File: config.mk
export PLATFORM = sky130hd
export DESIGN_NAME = weight_prefetch
export DESIGN_NICKNAME = d
export VERILOG_FILES = /design/src/rtl/cnn_weight_pkg.sv /design/src/rtl/wpf_fifo2.sv /design/src/rtl/weight_prefetch.sv
export SDC_FILE = /design/constraint.sdc
export NUM_CORES = 1
export LEC_CHECK = 0
export ABC_AREA = 1
export ABC_CLOCK_PERIOD_IN_PS = 2100
export CORE_MARGIN = 5
export CORE_UTILIZATION = 40
export DETAILED_ROUTE_END_ITERATION = 7
export GPL_TIMING_DRIVEN = 0
export SLEW_MARGIN = 20
export SYNTH_ARGS = -nofsm -noshare
export SYNTH_HDL_FRONTEND = slang
export SYNTH_SLANG_ARGS = --single-unit
File: constraint.sdc
create_clock -name clk -period 2.1 [get_ports clk]
set_clock_uncertainty 0.1 [all_clocks]
set_input_delay 0.315 -clock clk [delete_from_list [all_inputs] [get_ports clk]]
set_output_delay 0.315 -clock clk [all_outputs]
set_load 0.01 [all_outputs]
File: src/rtl/cnn_weight_pkg.sv
// Shared widths, index helpers and FSM encoding for the
// CNN weight prefetch slice.
package cnn_weight_pkg;

    function automatic int kernel_bits(input int k, input int w);
        return k * k * w;
    endfunction

    function automatic int idx_bits(input int n);
        return (n > 1) ? $clog2(n) : 1;
    endfunction

    typedef enum logic [1:0] {
        IDLE,
        ISSUE,
        WAIT,
        DRAIN
    } wpf_state_e;

endpackage

File: src/rtl/wpf_fifo2.sv
// Two-entry FIFO with registered storage; slot0 is always the head,
// so a same-cycle push and pop keeps arrival order.
module wpf_fifo2 #(
    parameter int DW = 8
) (
    input  logic          clk,
    input  logic          rst_n,
    input  logic          push_i,
    input  logic [DW-1:0] push_data_i,
    input  logic          pop_i,
    output logic [DW-1:0] head_o,
    output logic          valid_o,
    output logic [1:0]    count_o
);

    logic [DW-1:0] slot0_q, slot0_d;
    logic [DW-1:0] slot1_q, slot1_d;
    logic [1:0]    count_q, count_d;
    logic          do_pop;
    logic          do_push;

    assign do_pop  = pop_i && (count_q != 2'd0);
    assign do_push = push_i && ((count_q != 2'd2) || do_pop);

    always_comb begin
        slot0_d = slot0_q;
        slot1_d = slot1_q;
        count_d = count_q;
        unique case ({do_push, do_pop})
            2'b11: begin
                if (count_q == 2'd1) begin
                    slot0_d = push_data_i;
                end else begin
                    slot0_d = slot1_q;
                    slot1_d = push_data_i;
                end
            end
            2'b01: begin
                slot0_d = slot1_q;
                count_d = count_q - 2'd1;
            end
            2'b10: begin
                if (count_q == 2'd0) begin
                    slot0_d = push_data_i;
                end else begin
                    slot1_d = push_data_i;
                end
                count_d = count_q + 2'd1;
            end
            default: ;
        endcase
    end

    always_ff @(posedge clk or negedge rst_n) begin
        if (!rst_n) begin
            slot0_q <= '0;
            slot1_q <= '0;
            count_q <= 2'd0;
        end else begin
            slot0_q <= slot0_d;
            slot1_q <= slot1_d;
            count_q <= count_d;
        end
    end

    assign head_o  = slot0_q;
    assign valid_o = (count_q != 2'd0);
    assign count_o = count_q;

endmodule

File: src/rtl/weight_prefetch.sv
// Sweeps (filter, channel) pairs, fetches kernels from the weight ROM
// into a 2-deep buffer. Optional WEIGHT_PREFETCH_PERF_EN adds stall_cycles.
module weight_prefetch
    import cnn_weight_pkg::*;
#(
    parameter int NUM_FILTERS    = 3,
    parameter int INPUT_CHANNELS = 3,
    parameter int KERNEL_SIZE    = 3,
    parameter int WEIGHT_WIDTH   = 16
) (
    input  logic clk,
    input  logic rst_n,
    input  logic start,
    output logic busy,
    output logic sweep_done,
    output logic [idx_bits(NUM_FILTERS)-1:0]    rom_filter_idx,
    output logic [idx_bits(INPUT_CHANNELS)-1:0] rom_channel_idx,
    output logic rom_read_en,
    input  logic [kernel_bits(KERNEL_SIZE, WEIGHT_WIDTH)-1:0] rom_weight,
    input  logic rom_weight_valid,
    output logic [kernel_bits(KERNEL_SIZE, WEIGHT_WIDTH)-1:0] w_data,
    output logic [idx_bits(NUM_FILTERS)-1:0]    w_filter,
    output logic [idx_bits(INPUT_CHANNELS)-1:0] w_channel,
    output logic w_last,
    output logic w_valid,
`ifdef WEIGHT_PREFETCH_PERF_EN
    output logic [31:0] stall_cycles,
`endif
    input  logic w_ready
);

    localparam int KW = kernel_bits(KERNEL_SIZE, WEIGHT_WIDTH);
    localparam int FW = idx_bits(NUM_FILTERS);
    localparam int CW = idx_bits(INPUT_CHANNELS);
    localparam int PW = KW + FW + CW + 1;
    localparam logic [FW-1:0] FIL_LAST = FW'(NUM_FILTERS - 1);
    localparam logic [CW-1:0] CH_LAST  = CW'(INPUT_CHANNELS - 1);

    wpf_state_e    state_q;
    logic [FW-1:0] fil_q;
    logic [CW-1:0] ch_q;
    logic [FW-1:0] rom_fil_q;
    logic [CW-1:0] rom_ch_q;
    logic          busy_q;
    logic          done_q;
    logic          rd_en_q;

    logic          is_last;
    logic          push;
    logic          pop;
    logic [PW-1:0] push_data;
    logic [PW-1:0] head;
    logic [1:0]    count;

    assign is_last   = (fil_q == FIL_LAST) && (ch_q == CH_LAST);
    assign push      = (state_q == WAIT) && rom_weight_valid;
    assign pop       = w_valid && w_ready;
    assign push_data = {rom_weight, fil_q, ch_q, is_last};

    wpf_fifo2 #(
        .DW (PW)
    ) u_fifo (
        .clk         (clk),
        .rst_n       (rst_n),
        .push_i      (push),
        .push_data_i (push_data),
        .pop_i       (pop),
        .head_o      (head),
        .valid_o     (w_valid),
        .count_o     (count)
    );

    assign {w_data, w_filter, w_channel, w_last} = head;

    always_ff @(posedge clk or negedge rst_n) begin
        if (!rst_n) begin
            state_q   <= IDLE;
            fil_q     <= '0;
            ch_q      <= '0;
            rom_fil_q <= '0;
            rom_ch_q  <= '0;
            busy_q    <= 1'b0;
            done_q    <= 1'b0;
            rd_en_q   <= 1'b0;
        end else begin
            rd_en_q <= 1'b0;
            done_q  <= 1'b0;
            unique case (state_q)
                IDLE: begin
                    if (start) begin
                        fil_q   <= '0;
                        ch_q    <= '0;
                        busy_q  <= 1'b1;
                        state_q <= ISSUE;
                    end
                end
                ISSUE: begin
                    // A free slot now guarantees room at capture time.
                    if (count < 2'd2) begin
                        rom_fil_q <= fil_q;
                        rom_ch_q  <= ch_q;
                        rd_en_q   <= 1'b1;
                        state_q   <= WAIT;
                    end
                end
                WAIT: begin
                    if (rom_weight_valid) begin
                        if (is_last) begin
                            state_q <= DRAIN;
                        end else begin
                            if (ch_q == CH_LAST) begin
                                ch_q  <= '0;
                                fil_q <= fil_q + FW'(1);
                            end else begin
                                ch_q <= ch_q + CW'(1);
                            end
                            state_q <= ISSUE;
                        end
                    end
                end
                DRAIN: begin
                    if (pop && w_last) begin
                        done_q  <= 1'b1;
                        busy_q  <= 1'b0;
                        state_q <= IDLE;
                    end
                end
                default: state_q <= IDLE;
            endcase
        end
    end

    assign busy            = busy_q;
    assign sweep_done      = done_q;
    assign rom_read_en     = rd_en_q;
    assign rom_filter_idx  = rom_fil_q;
    assign rom_channel_idx = rom_ch_q;

`ifdef WEIGHT_PREFETCH_PERF_EN
    logic [31:0] stall_q;

    always_ff @(posedge clk or negedge rst_n) begin
        if (!rst_n) begin
            stall_q <= '0;
        end else if ((state_q == IDLE) && start) begin
            stall_q <= '0;
        end else if (busy_q && w_ready && !w_valid
                     && (stall_q != '1)) begin
            stall_q <= stall_q + 32'd1;
        end
    end

    assign stall_cycles = stall_q;
`endif

endmodule

# == After elaboration in Yosys (flattened, before gate mapping) ==
# Index checks and enable logic that the tools add are counted.
# W data, S select, Z words.
# word_totals
regBits,313
output_inout_bits,157
word_cells,86
# op_classes
add_sub_neg,4
magnitude_cmp,1
eq_ne,19
muxes,29
n_reduce_logical,22
# op_table
cell,count
$mux W149,4
$pmux W149 S3,1
$pmux W149 S2,1
$mux W2,12
$ne A2 B2 Y1 const B,8
$eq A2 B2 Y1 const B,6
$pmux W2 S2,3
$reduce_bool A2 Y1,5
$pmux W2 S4,1
$reduce_and A4 Y1,2
$add A2 B1 Y2 const B,3
$eq A2 B1 Y1 const B,3
$logic_and A1 B1 Y1,6
$mux W1,6
$reduce_and A3 Y1,2
$reduce_and A5 Y1,1
$logic_not A2 Y1,2
$ne A2 B1 Y1 const B,2
$reduce_and A2 Y1,2
$reduce_bool A3 Y1,1
$lt A2 B2 Y1 const B,1
$pmux W1 S2,1
$sub A2 B1 Y2 const B,1
$logic_or A1 B1 Y1,1

# == Depth between registers and ports, before layout ==
# Gate-level depths: netlist of run 1.
# depth
depth_word,8
depth_mapped,12
depth_no_buf,10

# == Modules after synthesis ==
# A second synthesis of run 1 with hierarchy kept.
# unflattened
hier_cells,2387
area_unflattened_um2,17342.9
# by_module_without_submodules
mod,instances,cells_each,area_each_um2,seq_area_each_um2
wpf_fifo2,1,2304,16691.0,7507.2
weight_prefetch,1,83,651.9,325.3

# == Worst setup path after synthesis of run 1 ==
# No wires, ideal clock.
# synth_timing
path_kind,reg2reg
start,"register u_fifo.count_q[1], in the netlist u_fifo.count_o[1]"
end,"register u_fifo.slot0_q[110], in the netlist u_fifo.head_o[110]"
setup_ns,0.117
arrival_ns,1.748
required_time_ns,1.883
slack_ns,0.135
path_stages_with_launch,13
n_path_buf,3
period_less_slack_ns,1.965
cell_sequence,dfrtp_1 -> inv_1 -> ha_1 -> inv_2 -> nand2_2 -> buf_4 -> nand4_1 -> nand2_1 -> buf_6 -> buf_2 -> nor2_1 -> nor2_1 -> nor2_1
# synth_via
elab_chain_len,8
word_cells_on_any_way,16
classes_between,eq/ne: 6; mux: 2; reduce/logical: 8
# synth_lines
element,line,text
from (decl),wpf_fifo2.sv:18,"logic [1:0] count_q, count_d;"
from (signal assigned),wpf_fifo2.sv:62,count_q <= count_d;
$reduce_bool A2 Y1 *,wpf_fifo2.sv:67,assign valid_o = (count_q != 2'd0);
via w_valid,weight_prefetch.sv:25,"output logic w_valid,"
$logic_and A1 B1 Y1,weight_prefetch.sv:57,assign pop = w_valid && w_ready;
$logic_and A1 B1 Y1 *,wpf_fifo2.sv:22,assign do_pop = pop_i && (count_q != 2'd0);
$logic_or A1 B1 Y1,wpf_fifo2.sv:23,assign do_push = push_i && ((count_q != 2'd2) || do_pop);
$logic_and A1 B1 Y1,wpf_fifo2.sv:23,
$eq A2 B2 Y1 / $eq A2 B1 Y1 (equally long branches),wpf_fifo2.sv:29,"unique case ({do_push, do_pop})"
$ne A2 B1 Y1 (no source line) / $reduce_bool A3 Y1 (equally long branches),-,
$reduce_and A2 Y1 (no source line),-,
to (signal assigned),wpf_fifo2.sv:60,slot0_q <= slot0_d;
to (decl),wpf_fifo2.sv:16,"logic [DW-1:0] slot0_q, slot0_d;"
# Mark *: on every way through the listed nets, which the timed path passes. The rest lies on a longest branch.
# A chain may end at the register's enable or synchronous reset.

# == Worst setup path in the final report of run 1 ==
# layout_timing
start,"register u_fifo.count_q[0], in the netlist u_fifo.count_o[0]"
end,"register u_fifo.slot0_q[57], in the netlist u_fifo.head_o[57]"
# layout_via
elab_chain_len,8
word_cells_on_any_way,16
classes_between,eq/ne: 6; mux: 2; reduce/logical: 8
# layout_lines
element,line
$reduce_bool A2 Y1,"wpf_fifo2.sv:22, wpf_fifo2.sv:67"
$logic_and A1 B1 Y1,weight_prefetch.sv:57
$logic_and A1 B1 Y1,wpf_fifo2.sv:22
$logic_or A1 B1 Y1,wpf_fifo2.sv:23
$logic_and A1 B1 Y1,wpf_fifo2.sv:23
$eq A2 B2 Y1 / $eq A2 B1 Y1 (equally long branches),wpf_fifo2.sv:29
$ne A2 B1 Y1 (no source line) / $reduce_bool A3 Y1 (equally long branches),-
$reduce_and A2 Y1 (no source line),-
# Several ways; a longest one is shown, not always the timed one.

==> results of run 1 <==
-- repair_timing --
action,CTS,global route
gates cloned,1,16
pin swaps,16,155
endpoints found under the setup margin,303,363
hold endpoints to repair,99,0
buffers inserted,18,9
hold buffers,8,0
resized for setup,136,271
-- worst max-delay path: cells and delay by family (launching register included) --
family | cells | cell delay [ns]
and+or+nand+nor | 6 | 0.73
adders and majority gates | 1 | 0.16
buffers and inverters | 5 | 0.59
DFF | 1 | 0.42
-- layer usage --
metal | vias to the layer above | routed length [um] | track usage
met5 | - | 80 | 0
met4 | 14 | 1740 | 0.0873
met3 | 104 | 4930 | 0.0576
met2 | 683 | 28800 | 0.393
met1 | 8319 | 26500 | 0.338
li1 | 8142 | - | -
-- report_power, final --
part / total (mW) / internal (mW) / switching [mW]
Sequential: 11.0 / 8.97 / 2.01
Combinational: 20.3 / 9.43 / 10.9
Clock: 6.77 / 4.02 / 2.75
-- worst min path at each step --
stage	to	slack, ns	cells past startpoint
6_report	u_fifo.slot1_q[38]	0.27	3
5_1_grt	u_fifo.slot1_q[18]	0.29	3
4_1_cts	u_fifo.slot1_q[36]	0.24	3
3_5_place_dp	u_fifo.head_o[62]	0.14	1
3_3_place_gp	rom_channel_idx[1]	0.38	2
2_1_floorplan	busy	-0.08	0
-- per-stage QoR --
step / power, mW / area (um^2) / instances / setup TNS, ns
final: 38.1 / 24000 / 3182 / -0.637
after CTS: 36.0 / 22900 / 3152 / -0.0870
after global routing: 40.7 / 24000 / 3180 / -13.87
after global placement: 27.8 / 20800 / 3053 / -4465.03
after floorplan: 20.9 / 17100 / 2209 / 0
after detailed placement: 28.2 / 20900 / 3057 / -168.96
-- final cells by class --
type	instances	area (um^2)
clock inverters	10	85.1
multi-input cells	1553	8250
plain buffers	174	1300
clock buffers	60	1190
fillers	3846	18100
diodes	8	20.0
well taps	539	674
repair buffers	360	4010
flip-flops and latches	313	7830
inverters	165	626
-- flip-flops by register name (all words and copies together), names as in the netlist --
name / count
busy: 1
ch_q: 2
fil_q: 2
rom_channel_idx: 2
rom_filter_idx: 2
rom_read_en: 1
state_q: 2
sweep_done: 1
u_fifo.count_o: 2
u_fifo.head_o: 149
u_fifo.slot1_q: 149
-- cell families after synthesis --
kind of cell / count (synthesis)
adder cells (fa/ha/maj): 4
XOR/XNOR: 1
AND/OR/NAND/NOR: 1234
AO/OA/AOI/OAI: 166
multiplexers: 148
buffers and inverters: 343
flip-flops: 313
-- cells in the final DEF, fill, tap and decap left out, types with 16 or more instances in the layout --
cell,count
buf_4,31
clkdlybuf4s50_1,303
buf_6,25
mux2i_1,138
dfrtp_1,312
inv_1,158
clkbuf_16,57
clkbuf_2,47
o21ai_0,137
nor2_2,58
o21ai_1,24
nor2_1,516
clkbuf_1,21
nor2_4,27
nand2_1,169
nand4_1,151
buf_8,16
nand3_1,302
buf_2,46
==> reports/results.txt, run 1 <==
Status: finished with violations
Failing checks: setup timing
Ratio of cells with drive above 1 in the final layout: 0.148
DP HPWL: 41400 um
RSZ-0062 raised after global routing: yes
RR Endpoint: u_fifo.head_o[57]
Drt via density: 5.42
CP startpoint: u_fifo.count_o[0]
CP cell instances: inv_2, ha_4, inv_4, nand2_4, buf_12, nand4_1, nand2_4, clkbuf_16, buf_8, nor2_1, nor2_1, nor2_1
Commonest cells in the netlist: nor2_1 (599), dfrtp_1 (313), nand3_1 (302), nand2_1 (173), inv_1 (160)
Synth Register Bits: 313
Layout area overhead: 40.5%
Die Span Y: 217 um
Slew @ Worst Pin: 0.577 ns
R2R Setup Slk: -0.05 ns
Vias in the first global route: 16512
Endpoint class of the critical path: flip-flop
CP required: 2.45 ns
MaxCap Viol Count: 0
Min Hold Slack: 0.273 ns
Routed via count: 17262
Synthesized net count: 2362
DRC viols: 0
Worst Setup Start Kind: flip-flop
DIE AREA: 46900 um^2
Crit path largest cell delay: 0.42 ns
Synth Flop Type: dfrtp_1
Syn. warnings: 0
Static Leak: 10.7 nW
Largest net degree at the start of global routing: 78
Max_slew headroom: 0.616
WP data arrival: 2.50 ns
Syn Area/Cell: 7.73 um^2
Total core area: 42000 um^2
CTS Buf Count: 40
HP Class: in -> reg
Synth Area in Compound Gates: 0.0490
Post-synthesis mux area share: 0.0868
Most frequent cell after synthesis: nor2_1
Initial Util: 0.406
Final Net Count: 2760
Worst hold start: rom_weight[33]
Fmax: 465 MHz
Netlist cell types: 29
First-pass GRT wire length: 94200 um
Simple-Gate Fraction of Synth Area: 0.318
Pwr Density: 1590 nW/um^2
Synth top area share: 0.459
Antenna-violating nets left: 0
Final Critical Period: 2.15 ns
Fraction of synthesized cell area in xor and xnor cells: 0.000513
Worst Setup EP: u_fifo.head_o[57]
Fin worst setup slack: -0.0496 ns
Post-synthesis cell count: 2209
Initial antenna violation count: 14
CTS root buffer: clkbuf_16
Largest family of logic cells by synthesized area: simple AND/OR/NAND/NOR gates
DRT Wirelength: 62100 um
Pre-CTS setup slack: -0.768 ns
# port buffers: 305
Crit Reg-Reg Startpoint: u_fifo.count_o[0]
Slowest cell on crit path: dfrtp_1
# rows: 75
Drt first pass iters: 8
Die W: 217 um
Worst setup path class: reg -> reg
Ys async rst share: 1.00
Reg2reg path depth: 12
Part of the Yosys area used for sequential elements: 0.459
Ports: 306
Final Core Density: 0.570
EDFF count, synth: 0
GPL Wtd Cong: 0.900
Worst-case clock buffer depth: 3
Top cells by area, synth: dfrtp_1 (46%), nor2_1 (13%), nand3_1 (8.9%)
Largest area contributor in the netlist: dfrtp_1
DR WL/cell: 19.5 um
Skew-Pair Late Insertion Delay: 0.57 ns
Syn Std Cell Area: 17100 um^2
Clock slew at reported path FFs: 0.06 ns
Final Hold Viols: 0
CTS sink count: 313
Final Slew Violations: 0
DR iter-0 viols: 1565
CTS tree: yes
VDD IR max: 0.780 mV
# setup viols final: 41
Total grt overflow: 0
CP Max Fanout: 6
H-tree Lvls: 2
Final period utilization: 1.02
Synth Area in Adders: 0.00293
CP most frequent cell: nor2_1
GRT Util Overall: 0.249
Power figures use the tool's default switching activity.
==> inputs of run 2 (changes only) <==
- CTS_CLUSTER_DIAMETER: default -> 80
==> results of run 2 <==
No change in the layout: final DEF, timing and power equal those of run 1.
==> inputs of run 3 (changes only) <==
- ABC_CLOCK_PERIOD_IN_PS: 2100 -> 2600
- clock period: 2.1 -> 2.6 ns (I/O delays scaled with it)
==> run 3 against run 2 <==
The run now ends clean; critical path depth down 1; worst setup slack better by 0.16 ns; register-to-register slack better by 0.16 ns; core utilization down 4.1 points; critical path type unchanged; fmax down 14%; wire length down 3.9%; die area unchanged; largest power group unchanged; clock power down 19%; via count down 2.3%; final cell count down 1.4%; worst hold slack worse by 0.056 ns; combinational power down 31%.
==> reports/results.txt, run 3 (synthesis results as in run 1) <==
Ratio of cells with drive above 1 in the final layout: 0.0741
# rows: 75
Final Hold Viols: 0
First-pass GRT wire length: 93500 um
Initial Util: 0.406
DRT Wirelength: 59600 um
DRC viols: 0
GRT Util Overall: 0.247
RSZ-0062 raised after global routing: yes
VDD IR max: 0.630 mV
DR iter-0 viols: 1449
Slew @ Worst Pin: 0.909 ns
Die W: 217 um
Commonest non-fill, non-tap cell in the layout: nor2_1
Ports: 306
Max_slew headroom: 0.394
CP startpoint: u_fifo.count_o[1]
Fill cell count: 4044
GPL Wtd Cong: 0.900
Die Span Y: 217 um
Multi-input logic area: 7800 um^2
Worst Setup Start Kind: flip-flop
WP data arrival: 2.87 ns
Final Critical Period: 2.49 ns
Status: finished, final reports clean
CP required: 2.98 ns
# setup viols final: 0
Register area: 7830 um^2
DP HPWL: 41400 um
Final Core Density: 0.530
CTS sink count: 313
Drt via density: 5.38
HP Class: in -> async
Final period utilization: 0.957
Total core area: 42000 um^2
CTS tree: yes
Design Area, Final: 22300 um^2
Drt first pass iters: 5
Final Slew Violations: 0
Worst-case clock buffer depth: 3
Total grt overflow: 0
Largest net degree at the start of global routing: 78
Crit Reg-Reg Startpoint: u_fifo.count_o[1]
# port buffers: 305
Most frequent cells in the layout: nor2_1 (599), dfrtp_1 (313), clkdlybuf4s50_1 (304)
DIE AREA: 46900 um^2
Final Net Count: 2716
Placed instance area: 20900 um^2
CTS Buf Count: 40
Antenna-violating nets left: 0
Pwr Density: 1270 nW/um^2
Skew-Pair Late Insertion Delay: 0.57 ns
Fmax: 402 MHz
CP Max Fanout: 10
H-tree Lvls: 2
DR WL/cell: 19.0 um
CTS root buffer: clkbuf_16
MaxCap Viol Count: 0
Static Leak: 10.2 nW
Layout area overhead: 30.5%
Vias in the first global route: 16364
Endpoint class of the critical path: flip-flop
Sum Neg Setup Slack: 0 ns
Clock slew at reported path FFs: 0.06 ns
Initial antenna violation count: 13
Routed via count: 16867
Worst setup path class: reg -> reg
==> run 3: critical path: stages (launching register included) <==
cell	delay [ns]
dfrtp_1	0.37
inv_1	0.10
ha_1	0.24
inv_2	0.10
nand2_2	0.08
inv_2	0.13
buf_2	0.43
clkbuf_1	0.43
nand3_1	0.14
nand3_1	0.11
nor2_1	0.05
nor2_1	0.11
==> run 3: timing repair <==
action,in CTS,in global routing
pin swaps,0,1
hold endpoints to repair,77,0
resized for setup,8,44
endpoints found under the setup margin,128,117
buffers inserted,0,2
hold buffers,1,0
==> run 3: area by class of cell <==
class	instances	share of cell area
clock buffers	60	0.0533
flip-flops and latches	313	0.352
multi-input cells	1553	0.350
diodes	6	0.000674
clock inverters	10	0.00382
plain buffers	178	0.0388
repair buffers	312	0.143
well taps	539	0.0303
inverters	165	0.0278
==> run 3: through the flow <==
| stage | power (mW) | hold WS (ns) | cells | setup slack [ns] |
|---|---|---|---|---|
| final | 28.3 | 0.217 | 3136 | 0.111 |
| after global routing | 30.4 | 0.267 | 3135 | -0.0208 |
| after CTS | 28.4 | 0.211 | 3128 | 0.0279 |
| after detailed placement | 22.8 | 0.218 | 3057 | -0.268 |
| after global placement | 22.5 | 0.379 | 3053 | -13.37 |
| after floorplan | 16.9 | -0.00559 | 2209 | 0.635 |
==> run 3: final timing paths <==
path,to,depth (start not counted),slack [ns]
worst min register to register,rom_filter_idx[1],2,0.39
worst max register to register,u_fifo.head_o[113],11,0.11
max in group asynchronous,u_fifo.slot1_q[123],6,0.39
min in group clk,u_fifo.slot1_q[38],3,0.34
worst max-delay path,u_fifo.head_o[113],11,0.11
worst min-delay path,u_fifo.head_o[62],2,0.22
==> run 3: power by group <==
group | total (mW) | switching (mW) | internal (mW)
combinational | 14.0 | 7.96 | 6.00
sequential | 8.85 | 1.60 | 7.25
clock | 5.45 | 2.21 | 3.24
==> run 3: routing by layer <==
metal	track usage	share of wire	routed length, um
met4	0.0844	0.031	1870
met2	0.389	0.46	27100
met5	0	0.0014	86
met3	0.0575	0.081	4840
met1	0.337	0.43	25700
